**src/rtl/scnn_rle_compressor.sv**
```systemverilog
`default_nettype none
// ============================================================================
//  Module   : scnn_rle_compressor
//  Purpose  : Zero-run-length compressor for sparse activation frames. Dense
//             elements arrive in raster order; nonzero values are packed into
//             groups of up to four lanes. Each lane carries the value and the
//             number of zeros that preceded it. out_offset gives the dense
//             index from which lane 0's run is measured, so a decoder rebuilds
//             coordinates as:
//                 orig[0] = out_offset + out_comp_ind[0]
//                 orig[k] = orig[k-1]  + out_comp_ind[k] + 1
//  Ports    : clk, rst_n          - clock, asynchronous active-low reset
//             start, frame_len    - frame kick-off (sampled only when idle)
//             in_data/in_valid/in_ready
//                                 - dense element stream
//             out_val/out_comp_ind/out_offset/out_cnt/out_last
//                                 - compressed group, lane 0 in the LSBs
//             out_valid/out_ready - group handshake
//             busy                - any state other than idle
//  Revision : 1.0  initial release
// ============================================================================
module scnn_rle_compressor #(
    parameter int DATA_W = 8,
    parameter int IND_W  = 8
) (
    input  logic                 clk,
    input  logic                 rst_n,
    input  logic                 start,
    input  logic [7:0]           frame_len,
    input  logic [DATA_W-1:0]    in_data,
    input  logic                 in_valid,
    output logic                 in_ready,
    output logic [4*DATA_W-1:0]  out_val,
    output logic [4*IND_W-1:0]   out_comp_ind,
    output logic [IND_W-1:0]     out_offset,
    output logic [2:0]           out_cnt,
    output logic                 out_last,
    output logic                 out_valid,
    input  logic                 out_ready,
    output logic                 busy
);

    localparam int c_LANES = 4;

    typedef enum logic [1:0] {
        S_IDLE    = 2'd0,
        S_COLLECT = 2'd1,
        S_EMIT    = 2'd2
    } state_t;

    state_t r_state;
    state_t w_state_next;

    logic [7:0]        r_frame_len;
    logic [7:0]        r_elem_cnt;   // dense index of the next element to accept
    logic [IND_W-1:0]  r_run;        // zeros seen since the last nonzero
    logic [IND_W-1:0]  r_offset;
    logic [2:0]        r_lane;       // lanes filled in the current group
    logic              r_last;
    logic [DATA_W-1:0] r_val  [c_LANES];
    logic [IND_W-1:0]  r_comp [c_LANES];

    logic w_accept;
    logic w_nonzero;
    logic w_last_elem;
    logic w_fill_last_lane;
    logic w_trigger;

    assign w_accept         = in_valid && (r_state == S_COLLECT);
    assign w_nonzero        = (in_data != '0);
    assign w_last_elem      = (r_elem_cnt == (r_frame_len - 8'd1));
    assign w_fill_last_lane = w_nonzero && (r_lane == 3'd3);
    // A group closes either when lane 3 fills or when the frame runs out.
    assign w_trigger        = w_accept && (w_last_elem || w_fill_last_lane);

    // ------------------------------------------------------------------------
    // State register
    // ------------------------------------------------------------------------
    always_ff @(posedge clk or negedge rst_n) begin
        if (!rst_n) begin
            r_state <= S_IDLE;
        end else begin
            r_state <= w_state_next;
        end
    end

    // ------------------------------------------------------------------------
    // Next-state logic
    // ------------------------------------------------------------------------
    always_comb begin
        w_state_next = r_state;
        case (r_state)
            S_IDLE: begin
                if (start) begin
                    // An empty frame still yields one (empty, last) group.
                    w_state_next = (frame_len == 8'd0) ? S_EMIT : S_COLLECT;
                end
            end
            S_COLLECT: begin
                if (w_trigger) begin
                    w_state_next = S_EMIT;
                end
            end
            S_EMIT: begin
                if (out_ready) begin
                    w_state_next = r_last ? S_IDLE : S_COLLECT;
                end
            end
            default: begin
                w_state_next = S_IDLE;
            end
        endcase
    end

    // ------------------------------------------------------------------------
    // Datapath: counters and lane registers
    // ------------------------------------------------------------------------
    always_ff @(posedge clk or negedge rst_n) begin
        if (!rst_n) begin
            r_frame_len <= 8'd0;
            r_elem_cnt  <= 8'd0;
            r_run       <= '0;
            r_offset    <= '0;
            r_lane      <= 3'd0;
            r_last      <= 1'b0;
            for (int i = 0; i < c_LANES; i++) begin
                r_val[i]  <= '0;
                r_comp[i] <= '0;
            end
        end else begin
            case (r_state)
                S_IDLE: begin
                    if (start) begin
                        r_frame_len <= frame_len;
                        r_elem_cnt  <= 8'd0;
                        r_run       <= '0;
                        r_offset    <= '0;
                        r_lane      <= 3'd0;
                        r_last      <= (frame_len == 8'd0);
                        for (int i = 0; i < c_LANES; i++) begin
                            r_val[i]  <= '0;
                            r_comp[i] <= '0;
                        end
                    end
                end
                S_COLLECT: begin
                    if (w_accept) begin
                        r_elem_cnt <= r_elem_cnt + 8'd1;
                        if (w_nonzero) begin
                            r_val[r_lane[1:0]]  <= in_data;
                            r_comp[r_lane[1:0]] <= r_run;
                            r_lane              <= r_lane + 3'd1;
                            r_run               <= '0;
                        end else begin
                            r_run <= r_run + IND_W'(1);
                        end
                        if (w_trigger) begin
                            r_last <= w_last_elem;
                        end
                    end
                end
                S_EMIT: begin
                    if (out_ready) begin
                        r_lane <= 3'd0;
                        for (int i = 0; i < c_LANES; i++) begin
                            r_val[i]  <= '0;
                            r_comp[i] <= '0;
                        end
                        if (r_last) begin
                            r_last   <= 1'b0;
                            r_offset <= '0;
                        end else begin
                            // A non-last group always ends on a lane-3 accept,
                            // so the element counter already points one past
                            // that element: exactly the next group's base.
                            r_offset <= IND_W'(r_elem_cnt);
                        end
                    end
                end
                default: begin
                    r_lane <= 3'd0;
                end
            endcase
        end
    end

    // ------------------------------------------------------------------------
    // Outputs
    // ------------------------------------------------------------------------
    assign in_ready   = (r_state == S_COLLECT);
    assign out_valid  = (r_state == S_EMIT);
    assign busy       = (r_state != S_IDLE);
    assign out_cnt    = r_lane;
    assign out_offset = r_offset;
    assign out_last   = r_last;

    // Unfilled lanes read as zero because lanes are cleared on every new
    // group and only written as nonzero values arrive.
    generate
        for (genvar g = 0; g < c_LANES; g++) begin : g_lane
            assign out_val[g*DATA_W +: DATA_W]     = r_val[g];
            assign out_comp_ind[g*IND_W +: IND_W]  = r_comp[g];
        end
    endgenerate

endmodule
`default_nettype wire

```
**config.mk**
```make
export PLATFORM = sky130hd
export DESIGN_NAME = scnn_rle_compressor
export DESIGN_NICKNAME = d
export VERILOG_FILES = /design/src/rtl/scnn_rle_compressor.sv
export SDC_FILE = /design/constraint.sdc
export NUM_CORES = 1
export LEC_CHECK = 0
export BUFFER_PORTS_ARGS = -buffer_cell sky130_fd_sc_hd__buf_2
export CAP_MARGIN = 20
export CORE_ASPECT_RATIO = 1.75
export CORE_MARGIN = 10
export CORE_UTILIZATION = 35
export DETAILED_ROUTE_END_ITERATION = 7
export HOLD_SLACK_MARGIN = 0.08
export PLACE_DENSITY_LB_ADDON = 0.2
export SLEW_MARGIN = 20
export SYNTH_ARGS = -nofsm -noshare
export SYNTH_HDL_FRONTEND = slang
export SYNTH_SLANG_ARGS = --single-unit
```
**constraint.sdc**
```tcl
create_clock -name clk -period 4.6 [get_ports clk]
set_input_delay 1.38 -clock clk [delete_from_list [all_inputs] [get_ports clk]]
set_output_delay 1.38 -clock clk [all_outputs]
set_load 0.02 [all_outputs]
```
Word-level counts from Yosys, hierarchy flattened
Index checks and enable logic that the tools add are counted.
- register bits: 102
- add/subtract/negate cells: 4
- $lt $le $gt $ge: 2
- equality and inequality tests: 9
- muxes and demuxes: 37
- bitwise operators: 1
- reduce and logical (&&, ||, !) cells: 19
- operator list (operator ; count):
    32-bit two-way mux ; 6
    32-bit case mux with 3 select lines ; 2
    32-bit bitwise mux ; 2
    8-bit two-way mux ; 7
    8-bit case mux with 2 select lines ; 3
    8-bit by 1-bit adder with 8-bit output, second input constant ; 2
    8-bit demux with 2-bit select ; 1
    3-bit two-way mux ; 4
    5-bit AND reduction ; 2
    3-bit case mux with 3 select lines ; 1
    3-bit AND reduction ; 3
    8-bit == test ; 1
    8-bit logical NOT ; 1
    2-bit two-way mux ; 4
    2-bit by 1-bit != test with 1-bit output, second input constant ; 4
    8-bit nonzero test ; 1
    8-bit by 1-bit subtractor with 8-bit output, second input constant ; 1
    2-bit case mux with 3 select lines ; 1
    2-bit nonzero test ; 3
    1-bit two-way mux ; 5
    1-bit logical AND ; 4
    4-bit AND reduction ; 1
    3-bit by 1-bit adder with 3-bit output, second input constant ; 1
    3-bit by 2-bit == test with 1-bit output, second input constant ; 1
    other kinds (11) ; 11

Longest topological paths before layout
- depth in word-level cells: 9
- gate-level depth with buffers: 10
- depth with buffers taken out: 8

Least setup slack after synthesis
OpenSTA, ideal clock, no wires.
- path kind: in2reg
- start point: input port in_data[4]
- end point: register r_comp (netlist bit out_comp_ind[16])
- library setup time: 0.121 ns
- data arrival time: 2.749 ns
- data required time: 4.479 ns
- path slack: 1.730 ns
- cell stages on the path: 7
- cell sequence: nor4_1 nand3_1 nor3b_2 and2_1 clkbuf_1 a22o_1 a22o_1
- word-level cells in the longest chain between the ends: 3
- ends and longest elaborated chain (element ; RTL line ; RTL):
    from (decl) ; 30 ; input logic [DATA_W-1:0] in_data,
    8-bit nonzero test ; 70 ; assign w_nonzero = (in_data != '0);
    2-bit by 1-bit != test with 1-bit output (no line) ; -- ;
    5-bit AND reduction (no line) ; -- ;
    to (signal, indexed assignment) ; 151 ; r_comp[r_lane[1:0]] <= r_run;
    to (decl) ; 61 ; logic [IND_W-1:0] r_comp [c_LANES];
No other way between the ends.
A chain may end at the register's enable or synchronous reset.

Final worst setup path
- start point: register r_state[1]
- end point: output port in_ready
- word-level cells in the longest chain between the ends: 1
- ends and longest elaborated chain (element ; RTL line ; RTL):
    from (decl) ; 51 ; state_t r_state;
    from (signal assigned) ; 83 ; r_state <= w_state_next;
    2-bit by 1-bit == test with 1-bit output ; 190 ; assign in_ready = (r_state == S_COLLECT);
    to (decl) ; 32 ; output logic in_ready,
No other way between the ends.

==> summary.md <==
| Metric | Value |
|---|---|
| Flop pwr share | `0.362` |
| Max-slew headroom | `0.288` |
| Comb pwr share | `0.386` |
| WL/cell | `19.3 um` |
| Port Buf Inserts | `99` |
| Layout net count | `540` |
| Hold Slack | `0.502 ns` |
| Post-synth EDFFs | `0` |
| Final setup TNS | `0 ns` |
| GRT Total Usage | `0.139` |
| Post CTS Setup Buffer Count | `0` |
| Layout area overhead | `19.9%` |
| DRT iter0 DRCs | `114` |
| Core Area | `0.0134 mm^2` |
| Reg area | `0.00255 mm^2` |
| Final setup vio count | `0` |
| Type of destination of the critical path | `primary output` |
| CP startpoint kind | `flip-flop` |
| Peak VDD IR | `0.000274 V` |
| Avg Cell Area, Syn | `11.5 um^2` |
| CTS tree | `yes` |
| Slew Viols, Final | `0` |
| Sequential share of the synthesized area | `0.537` |
| # diodes | `0` |
| Fmax | `0.311 GHz` |
| Via count | `3679` |
| Clock Latency Late Sink | `0.35 ns` |
| Slew of the pin with the lowest slew margin | `1.07 ns` |
| CTS clock-pin slew for the worst setup and hold paths | `0.07 ns` |
| Final ANT Viol Nets | `0` |
| P_sw | `0.00133 W` |
| CTS Buf Count | `9` |
| Die W | `108 um` |
| Initial antenna violation count | `0` |
| Cts hold-fix bufs | `0` |
| Crit path required time | `3.22 ns` |
| H-tree levels | `3` |
| Die area | `0.0188 mm^2` |
| Mapped Cells | `415` |
| Syn Std Cell Area | `0.00475 mm^2` |
| Fin crit period | `3.21 ns` |
| Clk sink count | `102` |
| DRC viols | `0` |
| Via/cell ratio | `5.36` |
| Clk pwr share | `0.253` |
| TritonRoute pass-1 iters | `4` |
| RSZ-0062 raised after global routing | `no` |
| Tcrit/Tclk final | `0.699` |
| Final Skew | `0.00632 ns` |
| GRT overflow | `0` |
| Cell variety after synth | `50` |
| Crit Path Max Fanout | `30` |
| Synth Flop Type | `dfrtp_1` |
| Pwr/cell area | `556 mW/mm^2` |
| Max Root-Sink Buffers | `2` |
| Vias in the first global route | `3722` |
| Post-synth net total | `448` |
| Fillcell total | `1299` |
| Max_cap viols | `0` |
| Hold Vio Cnt, Final | `0` |
| Global placer's final weighted congestion | `0.779` |
| Synth async-reset ratio | `1.00` |
| Sw frac | `0.420` |
| Clock tree root buffer cell | `clkbuf_16` |
| Initial Util | `0.355` |
| Crit path kind | `reg -> out` |
| Register bit total from synthesis | `102` |
| Leakage power | `2.90 nW` |
| Ratio of cells with drive above 1 in the final layout | `0.275` |
| Post-DP HPWL | `9.79 mm` |
| Yosys warnings | `0` |
| CP arrival | `1.83 ns` |
| Top Ports | `100` |
| Area of the multi-input gates | `0.00200 mm^2` |
| Largest net degree at the start of global routing | `70` |
| Status | `completed` |
| Die height | `174 um` |
| # resized after CTS | `0` |
| Site Rows | `56` |
| WL final | `13.2 mm` |
| Int Pwr | `0.00184 W` |
| Min-delay worst type | `reg -> reg` |
| Global-route wire length before repair | `20.7 mm` |
-- registers in the layout (all words and copies together) (netlist names) --
name,flops
out_val,32
r_elem_cnt,8
r_state,2
r_run,8
out_comp_ind,32
out_cnt,3
r_frame_len,8
out_last,1
out_offset,8
-- critical path: stages (launching register included) --
cell and delay, ns:
dfrtp_1 0.43, inv_1 0.10, ha_1 0.31, buf_4 0.39
buf_2 0.25
-- kinds of logic after synthesis --
| family | share of synthesized area |
|---|---|
| AO/OA/AOI/OAI | 0.219 |
| XOR/XNOR | 0.0361 |
| adder cells (fa/ha/maj) | 0.0316 |
| buffers and inverters | 0.0424 |
| flip-flops | 0.537 |
| multiplexers | 0.0258 |
| AND/OR/NAND/NOR | 0.108 |
-- layout make-up --
type | instances | area share
Tap cell | 174 | 0.0382
Timing Repair Buffer | 102 | 0.0913
Sequential cell | 102 | 0.448
Clock buffer | 9 | 0.0395
Clock inverter | 7 | 0.0151
Inverter | 25 | 0.0165
Multi-Input combinational cell | 267 | 0.352
-- stage by stage --
step | power, W | instances | setup WS (ns) | util | area [um^2]
CTS | 0.00320 | 686 | 1.35 | 0.426 | 5700
global route | 0.00337 | 686 | 1.25 | 0.426 | 5700
finish | 0.00317 | 686 | 1.39 | 0.426 | 5700
floorplan | 0.00202 | 415 | 1.73 | - | 4750
global placement | 0.00236 | 670 | 1.18 | 0.402 | 5390
detailed placement | 0.00239 | 670 | 1.11 | 0.402 | 5390
-- placed cells by master (no fill, tap or decap), types with 8 or more instances in the layout --
master and n:
xor2_1 12, a22o_1 85, buf_2 98, nand3_1 22, inv_1 23, o21ai_1 19, clkbuf_16 9, mux2_2 8
nor2_1 22, ha_1 12, nand2_1 14, dfrtp_1 102
-- routing by layer --
metal,global-route usage,vias up,share of wire
met5,0,-,0
met4,0.0543,0,0.019
met3,0.0319,14,0.055
met2,0.244,104,0.53
met1,0.154,1847,0.39
li1,-,1714,-
-- synth_stat cells, types with 4 or more instances --
cell        n  area, um^2
nand3_1    22         110
a22o_1     85         744
a21oi_1     5        25.0
and2_1      7        43.8
nor2_1     22        82.6
nand2_1    14        52.6
ha_1       12         150
nor4_1      5        31.3
dfrtp_1   102        2550
xor2_1     12         105
mux2_2      8        90.1
xnor2_1     5        43.8
inv_1      23        86.3
o21ai_0     5        25.0
nor2b_1     4        25.0
o21ai_1    20         100
clkbuf_1   16        60.1
nand4_1     6        37.5
-- final timing paths --
kind | startpoint | slack [ns] | cells past startpoint | to
min | out_val[15]$_DFFE_PN0P_ | 0.50 | 1 | out_val[15]$_DFFE_PN0P_
max reg2reg | r_state[1]$_DFFE_PN0P_ | 1.89 | 7 | out_val[27]$_DFFE_PN0P_
max | r_state[1]$_DFFE_PN0P_ | 1.39 | 4 | in_ready
min in group asynchronous | rst_n | 1.14 | 1 | out_val[9]$_DFFE_PN0P_
min reg2reg | out_val[15]$_DFFE_PN0P_ | 0.50 | 1 | out_val[15]$_DFFE_PN0P_
max in group asynchronous | rst_n | 2.67 | 2 | out_comp_ind[17]$_DFFE_PN0P_
-- power by group through the flow --
stage / combinational (W) / clock [W] / sequential [W]
floorplan: 0.000826 / 0 / 0.00120
global placement: 0.00120 / 0 / 0.00116
detailed placement: 0.00123 / 0 / 0.00117
CTS: 0.00123 / 0.000822 / 0.00115
global route: 0.00134 / 0.000862 / 0.00117
finish: 0.00122 / 0.000801 / 0.00115
(Power assumes the default switching activity.)
